## config.mk

```make
export PLATFORM = sky130hd
export DESIGN_NAME = pc_sequencer
export DESIGN_NICKNAME = d
export VERILOG_FILES = /design/src/rtl/pc_sequencer_pkg.sv /design/src/rtl/pc_redirect_mux.sv /design/src/rtl/pc_sequencer.sv
export SDC_FILE = /design/constraint.sdc
export NUM_CORES = 1
export LEC_CHECK = 0
export CELL_PAD_IN_SITES_DETAIL_PLACEMENT = 1
export CELL_PAD_IN_SITES_GLOBAL_PLACEMENT = 2
export CORE_MARGIN = 5
export CORE_UTILIZATION = 26
export DETAILED_ROUTE_END_ITERATION = 8
export GPL_ROUTABILITY_DRIVEN = 0
export GPL_TIMING_DRIVEN = 1
export PLACE_DENSITY = 0.89
export SLEW_MARGIN = 20
export SYNTH_ARGS = -nofsm -noshare
export SYNTH_HDL_FRONTEND = slang
export SYNTH_SLANG_ARGS = --single-unit
```

## constraint.sdc

```tcl
create_clock -name clk -period 3.96 [get_ports clk]
set_input_delay 0.396 -clock clk [delete_from_list [all_inputs] [get_ports clk]]
set_output_delay 0.396 -clock clk [all_outputs]
set_load 0.01 [all_outputs]
```

## src/rtl/pc_sequencer_pkg.sv

```systemverilog
`default_nettype none
// ============================================================================
// Module      : pc_sequencer_pkg
// Description : Shared types and constants for the next-PC sequencer.
//               Holds the sequencer state encoding, the fetch stride
//               and the default reset vector.
// Revision    : 1.0 - initial release
// ============================================================================
package pc_sequencer_pkg;

    // Architectural register width shared with the PC register.
    typedef logic [31:0] reg_size;

    // Byte stride between sequential instructions.
    localparam int INSTR_BYTES = 4;

    // Fetch address used after reset unless the instance overrides it.
    localparam reg_size RESET_VECTOR_DEFAULT = 32'h0000_0000;

    // Sequencer state encoding.
    typedef enum logic [1:0] {
        BOOT = 2'd0,
        RUN  = 2'd1,
        HOLD = 2'd2
    } pcseq_state_t;

endpackage : pc_sequencer_pkg
`default_nettype wire

```

## src/rtl/pc_redirect_mux.sv

```systemverilog
`default_nettype none
// ============================================================================
// Module      : pc_redirect_mux
// Description : Combinational priority select between a trap entry and
//               an EX-stage branch/jump redirect. Trap wins. The chosen
//               address is word aligned by clearing bits [1:0].
// Ports       : i_trap_req/i_trap_vec   - trap request and handler address
//               i_br_taken/i_br_target  - branch request and target
//               o_valid                 - any redirect requested
//               o_addr                  - selected, aligned address
//               o_is_trap               - selected request is the trap
// Revision    : 1.0 - initial release
// ============================================================================
module pc_redirect_mux #(
    parameter int XLEN = 32
) (
    input  logic            i_trap_req,
    input  logic [XLEN-1:0] i_trap_vec,
    input  logic            i_br_taken,
    input  logic [XLEN-1:0] i_br_target,
    output logic            o_valid,
    output logic [XLEN-1:0] o_addr,
    output logic            o_is_trap
);

    always_comb begin
        o_valid   = i_trap_req | i_br_taken;
        o_is_trap = i_trap_req;
        o_addr    = i_trap_req ? i_trap_vec : i_br_target;
        o_addr[1:0] = 2'b00;
    end

endmodule : pc_redirect_mux
`default_nettype wire

```

## src/rtl/pc_sequencer.sv

```systemverilog
`default_nettype none
// ============================================================================
// Module      : pc_sequencer
// Description : Next-PC controller feeding the PC register. Chooses between
//               sequential fetch, branch/jump redirects and trap entry,
//               parks a redirect while instruction memory is busy, and
//               raises the IF/ID and ID/EX flushes. Counts applied
//               redirects.
// Ports       : clk, rst (sync, active low)
//               pc_cur        - current PC from the PC register
//               hazard_stall  - hazard unit stall request
//               imem_ready    - instruction memory accepts a fetch
//               br_taken/br_target - EX-stage redirect
//               trap_req/trap_vec  - trap entry
//               pc_next/pc_stall   - PC register PC_in / Stall
//               flush_if_id/flush_id_ex - pipeline register invalidates
//               redirect_cnt  - wrapping count of applied redirects
// Revision    : 1.0 - initial release
// ============================================================================
module pc_sequencer
    import pc_sequencer_pkg::*;
#(
    parameter int                XLEN         = $bits(reg_size),
    parameter logic [XLEN-1:0]   RESET_VECTOR = RESET_VECTOR_DEFAULT,
    parameter int                CNT_W        = 16
) (
    input  logic             clk,
    input  logic             rst,
    input  logic [XLEN-1:0]  pc_cur,
    input  logic             hazard_stall,
    input  logic             imem_ready,
    input  logic             br_taken,
    input  logic [XLEN-1:0]  br_target,
    input  logic             trap_req,
    input  logic [XLEN-1:0]  trap_vec,
    output logic [XLEN-1:0]  pc_next,
    output logic             pc_stall,
    output logic             flush_if_id,
    output logic             flush_id_ex,
    output logic [CNT_W-1:0] redirect_cnt
);

    pcseq_state_t      r_state;
    logic [XLEN-1:0]   r_pend_addr;
    logic              r_pend_is_trap;
    logic [CNT_W-1:0]  r_redirect_cnt;

    logic              w_br_gated;
    logic              w_sel_valid;
    logic [XLEN-1:0]   w_sel_addr;
    logic              w_sel_is_trap;
    logic              w_apply;

    // Branches only matter in RUN; in HOLD the mux then reduces to the
    // same-cycle trap override.
    assign w_br_gated = br_taken & (r_state == RUN);

    pc_redirect_mux #(
        .XLEN (XLEN)
    ) u_redirect_mux (
        .i_trap_req  (trap_req),
        .i_trap_vec  (trap_vec),
        .i_br_taken  (w_br_gated),
        .i_br_target (br_target),
        .o_valid     (w_sel_valid),
        .o_addr      (w_sel_addr),
        .o_is_trap   (w_sel_is_trap)
    );

    // Output decode. Defaults are the in-reset values.
    always_comb begin
        pc_next     = RESET_VECTOR;
        pc_stall    = 1'b1;
        flush_if_id = 1'b1;
        flush_id_ex = 1'b1;
        w_apply     = 1'b0;
        if (rst) begin
            case (r_state)
                BOOT: begin
                    pc_stall = 1'b0;
                end
                RUN: begin
                    if (w_sel_valid) begin
                        // Redirect overrides hazard_stall; without memory
                        // ready it is parked and the PC holds.
                        if (imem_ready) begin
                            pc_next  = w_sel_addr;
                            pc_stall = 1'b0;
                            w_apply  = 1'b1;
                        end
                    end else begin
                        pc_next     = pc_cur + XLEN'(INSTR_BYTES);
                        pc_stall    = hazard_stall | ~imem_ready;
                        flush_if_id = 1'b0;
                        flush_id_ex = 1'b0;
                    end
                end
                HOLD: begin
                    if (imem_ready) begin
                        pc_next  = w_sel_valid ? w_sel_addr : r_pend_addr;
                        pc_stall = 1'b0;
                        w_apply  = 1'b1;
                    end
                end
                default: begin
                    pc_next = RESET_VECTOR;
                end
            endcase
        end
    end

    always_ff @(posedge clk) begin
        if (!rst) begin
            r_state        <= BOOT;
            r_pend_addr    <= '0;
            r_pend_is_trap <= 1'b0;
            r_redirect_cnt <= '0;
        end else begin
            if (w_apply) begin
                r_redirect_cnt <= r_redirect_cnt + CNT_W'(1);
            end
            case (r_state)
                BOOT: begin
                    r_state <= RUN;
                end
                RUN: begin
                    if (w_sel_valid && !imem_ready) begin
                        r_pend_addr    <= w_sel_addr;
                        r_pend_is_trap <= w_sel_is_trap;
                        r_state        <= HOLD;
                    end
                end
                HOLD: begin
                    if (imem_ready) begin
                        r_state <= RUN;
                    end else if (w_sel_valid) begin
                        // Only a trap reaches here; the newer trap replaces
                        // the parked entry and the entry stays a trap.
                        r_pend_addr    <= w_sel_addr;
                        r_pend_is_trap <= r_pend_is_trap | w_sel_is_trap;
                    end
                end
                default: begin
                    r_state <= BOOT;
                end
            endcase
        end
    end

    assign redirect_cnt = r_redirect_cnt;

endmodule : pc_sequencer
`default_nettype wire
```

=== Yosys cells after proc, flatten, opt, wreduce, memory -nomap -nowiden ===
Index checks and enable logic that the tools add are counted.

* Memories kept: 0
* Bits in writable memories: 0
* Bits in latches: 0
* Register bits: 50
* Bits in read-only memories: 0
* Output and inout bits: 51

* Eq/ne operators: 5
* Add/sub/neg operators: 2
* Muxes and demuxes: 24
* Shifts and indexed selects: 0
* Reductions and logical operators: 6
* Divide/modulo/power cells: 0
* Order comparisons: 0
* Bitwise operators: 4
* Multipliers: 0

{| class="wikitable"
|+ Operators by type and width
! kind !! number
|-
| 32-bit 2-to-1 mux || 8
|-
| 32-bit case mux with 2 select lines || 2
|-
| 32-bit by 3-bit adder with 32-bit output, second input constant || 1
|-
| 16-bit by 1-bit adder with 16-bit output, second input constant || 1
|-
| 1-bit 2-to-1 mux || 9
|-
| 2-bit case mux with 3 select lines || 1
|-
| 2-bit 2-to-1 mux || 2
|-
| 2-bit inequality test, second input constant || 2
|-
| 1-bit case mux with 3 select lines || 1
|-
| 3-bit AND reduction || 1
|-
| 2-bit by 1-bit == test with 1-bit output, second input constant || 1
|-
| 2-bit == test, second input constant || 1
|-
| 2-bit logical NOT || 1
|-
| 2-bit by 1-bit inequality test with 1-bit output, second input constant || 1
|-
| 1-bit bitwise OR || 2
|-
| 1-bit case mux with 2 select lines || 1
|-
| 2-bit AND reduction || 1
|-
| 2-bit nonzero test || 1
|-
| 1-bit bitwise AND || 1
|-
| 1-bit logical AND || 1
|-
| 1-bit logical NOT || 1
|-
| 1-bit NOT || 1
|}

=== Logic depth before layout (Yosys ltp) ===
* Word-level depth: 7
* Mapped depth: 8
* Mapped depth without buffers: 7

=== Cells and area by module ===
From an unflattened synthesis, not the netlist that was laid out.

* Cells, all modules: 581
* Area, all modules: 4330.4 um^2

{| class="wikitable"
|+ By module, submodules not included
! module !! area each (um^2) !! cells an instance !! instances
|-
| pc_sequencer || 3926.3 || 543 || 1
|-
| pc_redirect_mux || 404.1 || 38 || 1
|}

=== Worst setup path before layout ===
Ideal clock, no wire load.

* Kind: register -> output
* Start point: register r_state[1]
* End point: output port pc_next[5]
* Slack: 1.910 ns
* Data required time: 3.564 ns
* Data arrival time: 1.654 ns
* Cell stages (with the launch flop): 9
* Buffers on the path: 2
* Path through: dfxtp_1 > inv_1 > ha_1 > a21oi_1 > and3_1 > buf_2 > clkbuf_8 > a22oi_1 > a21oi_1

* Word-level cells in the longest chain between the ends: 7
* Elaborated cells between the ends (all ways): 9
* Classes of those cells: eq/ne: 2; mux: 5; bitwise: 2

{| class="wikitable"
|+ RTL lines
! element !! line !! RTL
|-
| start: declaration || pc_sequencer.sv:43 || <nowiki>pcseq_state_t r_state;</nowiki>
|-
| start signal: assignment || pc_sequencer.sv:114 || <nowiki>r_state <= BOOT;</nowiki>
|-
| start signal: assignment || pc_sequencer.sv:124 || <nowiki>r_state <= RUN;</nowiki>
|-
| start signal: assignment || pc_sequencer.sv:130 || <nowiki>r_state <= HOLD;</nowiki>
|-
| 2-bit by 1-bit == test with 1-bit output || pc_sequencer.sv:56, pc_sequencer.sv:78 ||
|-
| 1-bit bitwise AND || pc_sequencer.sv:56 || <nowiki>assign w_br_gated = br_taken & (r_state == RUN);</nowiki>
|-
| 1-bit bitwise OR || pc_redirect_mux.sv:27 || <nowiki>o_valid = i_trap_req | i_br_taken;</nowiki>
|-
| 32-bit 2-to-1 mux || - ||
|-
| 32-bit 2-to-1 mux || pc_sequencer.sv:99 || <nowiki>if (imem_ready) begin</nowiki>
|-
| 32-bit case mux with 2 select lines * || pc_sequencer.sv:78 || <nowiki>case (r_state)</nowiki>
|-
| 32-bit 2-to-1 mux * || pc_sequencer.sv:77 || <nowiki>if (rst) begin</nowiki>
|-
| end: declaration || pc_sequencer.sv:36 || <nowiki>output logic [XLEN-1:0] pc_next,</nowiki>
|}

Mark *: on every way between the ends. The rest lies on a longest branch, timed or not.

=== Worst setup path after layout ===
* Start point: input port pc_cur[2]
* End point: output port pc_next[30]

* Word-level cells in the longest chain between the ends: 4

{| class="wikitable"
|+ RTL lines
! element !! line !! RTL
|-
| start: declaration || pc_sequencer.sv:29 || <nowiki>input logic [XLEN-1:0] pc_cur,</nowiki>
|-
| 32-bit by 3-bit adder with 32-bit output || pc_sequencer.sv:92 || <nowiki>pc_next = pc_cur + XLEN'(INSTR_BYTES);</nowiki>
|-
| 32-bit 2-to-1 mux || pc_sequencer.sv:83 || <nowiki>if (w_sel_valid) begin</nowiki>
|-
| 32-bit case mux with 2 select lines || pc_sequencer.sv:78 ||
|-
| 32-bit 2-to-1 mux || pc_sequencer.sv:77 ||
|}

Every way passes these cells.

==> run summary <==
Share of async-settable or async-resettable flops after synthesis: 0. After layout, the design draws a total of 1.79 mW. Among the stages of the critical path, the cell type that occurs most often is clkdlybuf4s50_1. The critical path is of the input pin to output port type. The tools report the max-slew violation count as 0. In this run the critical register-to-register path is launched from r_state[1]$_SDFFE_PN0P_. Of all nets on the critical path, the largest fanout is 7. Total routing resource utilization after global routing: 0.152. The tightest min-delay check is of the register to register type.

The share of the synthesized area in the top cell type is 0.275. The detail route stage leaves a number of antenna-violating nets equal to 0. The routed length per placed instance was 17.4 um.

The run finished with clean final reports. The part of the cycle the worst path needs was 0.864; the number of buffers created by CTS was 5. The run gives 16400 um2 as the overall die area. The kind of capture point of the worst setup path was an output port.

STA puts the critical path data arrival time at 3.03 ns. The run gives 1.80 ns as the internal reg-to-reg setup slack. The top-level I/O count is 153.

By area the synthesized netlist is led by dfxtp_1, mux2i_1, mux2_2. The synthesized netlist contains 43 unique library cells. The repair_antennas step left the layout with diodes totalling 0. Setup repair after global routing left no endpoint under its margin.

The worst slew margin relative to its limit was 0.323; the row count was 43. In this run the cell area of the synthesized design comes to 3640 um2. The number of cells on the worst hold path was 1. The count of flip-flops with a built-in enable after synthesis was 0; the power share of the sequential group was 0.328. The logs give 4 for the number of detailed-routing iterations run before antenna repair and 0 for the count of synthesis-stage warnings from yosys.

The number of buffers added for setup after CTS is 0, and the worst reg2reg path depth is 8. The count of hold-fix buffers inserted at cts is 0, and the final clock skew is 0.00412 ns. For the part of the total power dissipated in combinational logic, the log shows 0.393. The clock period minus worst slack came out at 3.42 ns.

The floorplan core area was 13800 um2. The worst register-to-register path ends at r_pend_addr[8]$_SDFFE_PN0P_. Synthesis inferred 50 register bits. The switching portion of total power was 0.340; the die span in x was 128 um. The detailed router placed 3740 vias in this run. TritonCTS built the clock tree. The worst-path cell with the longest stage delay is clkdlybuf4s50_1. OpenSTA, run right after detailed placement, puts the worst setup slack at 0.495 ns.

Dividing total power by cell area gives a power density of 332 nW/um2. The most critical setup path has its startpoint at pc_cur[2]. For this run, the leading register cell type out of synthesis is dfxtp_1. Achievable clock frequency: 0.292 GHz. The path with the worst hold slack has its endpoint at r_pend_addr[1]$_SDFFE_PN0P_. The sequential element share of the synthesized area was 0.275. In this run the tool buffered the top-level ports with 148 buffer cells. For the initial cell density of the core, the log shows 0.264. For the power share of the clock group, the log shows 0.279. For the net count after synthesis, the log shows 537.

After clock tree synthesis, the clock-pin slew on the worst setup and hold paths is 0.07 ns. The tools report the pin count of the biggest net entering global routing as 36. The total negative slack is 0 ns. The run gives 20.3 mm as the first-pass GRT wire length. The clock latency on the worst-skew pair was 0.29 ns. The number of antenna violations at the first check in global routing came out at 0. CTS saw 50 sinks. Counting every instance in the synthesized netlist gives 428. Across the VDD grid, the largest voltage drop is 0.000151 V. The area growth from synthesis to layout was 48.6%; the via count of the first global-routing pass was 4009.

The commonest cells after synthesis are dfxtp_1, nor2_1, mux2i_1. The average instance in the mapped netlist occupies 8.50 um2. For the HPWL after detailed placement, the log shows 10.1 mm. The logs give 136 for the number of design-rule violations left by the first detailed-router iteration and 1000 um2 for the register area. The final layout contains 672 nets. The final-report hold violation count came out at 0. The leakage component of the power was 1.79 nW. The most repeated cell in the gate-level netlist after synthesis was dfxtp_1.

STA classifies the critical path startpoint as an input pin. The number of gates resized after CTS was 0. In the post-route analysis, the smallest setup slack over all paths is 0.538 ns. The worst hold path begins at r_pend_addr[1]$_SDFFE_PN0P_. The height of the die is 128 um. Data on the critical path is required at its endpoint by 3.56 ns. Traced cell by cell, the critical path runs through clkdlybuf4s50_1 > ha_1 > nand3_1 > nor2_1 > nand4_1 > xor2_1 > o22ai_1 > clkdlybuf4s50_1. For this design the total switching power over the nets is 610 uW. The internal portion of the total power is 1.18 mW.

The area of the multi-input gates was 2410 um2. The number of DRC violations after detailed routing came out at 0. The number of maximum-capacitance constraint violations is 0, and the total congestion overflow after global routing is 0. The cell at the root of the clock tree is clkbuf_16.

Of all cell types, the one taking the most synthesized area is dfxtp_1. The number of failing setup endpoints in the final timing report is 0, and the average vias per placed instance is 5.03. The longest clock path from root to sink contains 2 buffers. The tools report the number of filler instances in the final layout as 1618.

The biggest cell delay along the critical path works out to 0.58 ns. The routed design has 13.0 mm of wire. The actual slew at the worst max-slew pin was 1.01 ns.

The share of post-route cells with drive strength above 1 was 0.0993. The H-tree was split into 2 levels.
[stage by stage]
| step | util | instance area, um2 | hold slack (ns) | std cells |
|---|---|---|---|---|
| final | 0.392 | 5400 | 0.483 | 744 |
| after global routing | 0.392 | 5400 | 0.505 | 744 |
| after CTS | 0.392 | 5400 | 0.487 | 744 |
| after detailed placement | 0.380 | 5230 | 0.471 | 736 |
| after global placement | 0.380 | 5230 | 0.465 | 736 |
| after floorplan | - | 3640 | 0.452 | 428 |
[logic make-up (layout without fill, tap and decap cells)]
family / Yosys count / count (layout) / synth area share
flip-flops: 50 / 50 / 0.275
AND/OR/NAND/NOR: 153 / 153 / 0.217
XOR/XNOR: 40 / 40 / 0.0964
buffers and inverters: 40 / 176 / 0.0640
adder cells (fa/ha/maj): 7 / 7 / 0.0241
multiplexers: 58 / 58 / 0.169
AO/OA/AOI/OAI: 80 / 80 / 0.155
[metal layers]
metal	vias to the layer above	wire, um	track usage	share of wire
met1	1820	5580	0.186	0.43
met4	0	82	0.0262	0.0063
met3	4	756	0.0400	0.058
li1	1823	-	-	-
met5	-	0	0	0
met2	93	6530	0.272	0.50
[worst max-delay path: cells and delay by family]
family | cells | cell delay [ns]
xor gates and xnor gates | 1 | 0.20
adders and majority gates | 1 | 0.20
AOI/OAI and AO/OA | 1 | 0.19
buffers and inverters | 2 | 1.11
and+or+nand+nor | 3 | 0.92
[worst max-delay path by stage]
stage | to | cells after the start
after global routing | pc_next[30] | 8
after global placement | pc_next[30] | 8
final | pc_next[30] | 8
after CTS | pc_next[30] | 8
after detailed placement | pc_next[30] | 8
after floorplan | pc_next[5] | 8
[registers in the layout (all words and copies together), names as in the netlist]
signal and flops:
r_state 2, r_pend_addr 32, redirect_cnt 16
[cells in the final DEF, fill, tap and decap left out, types with 6 or more instances in the layout]
cell,instances
clkdlybuf4s50_1,147
dfxtp_1,50
nor2_1,46
mux2i_1,31
mux2_2,27
a22oi_1,27
nand2_1,25
o22ai_1,23
xor2_1,21
nand3_1,20
nand4_1,19
xnor2_1,19
inv_1,10
a21oi_1,10
nor3_1,8
and2_1,8
buf_4,8
and3_1,7
ha_1,7
nor2b_1,6
[layout make-up]
cell class                 instances  area share
timing repair buffer             157       0.288
inverter                          11     0.00764
multi-input combinational        338       0.446
clock buffer                       5      0.0232
tap                              180      0.0417
clock inverter                     3     0.00834
sequential                        50       0.185
[power by group through the flow]
stage                     clock network, mW  logic (mW)  registers [mW]
final                                 0.500       0.705           0.588
after CTS                             0.518       0.714           0.588
after global routing                  0.534       0.770           0.594
after floorplan                           0       0.433           0.592
after global placement                    0       0.688           0.595
after detailed placement                  0       0.710           0.599
Note: power is estimated with default switching activity, not from simulation.
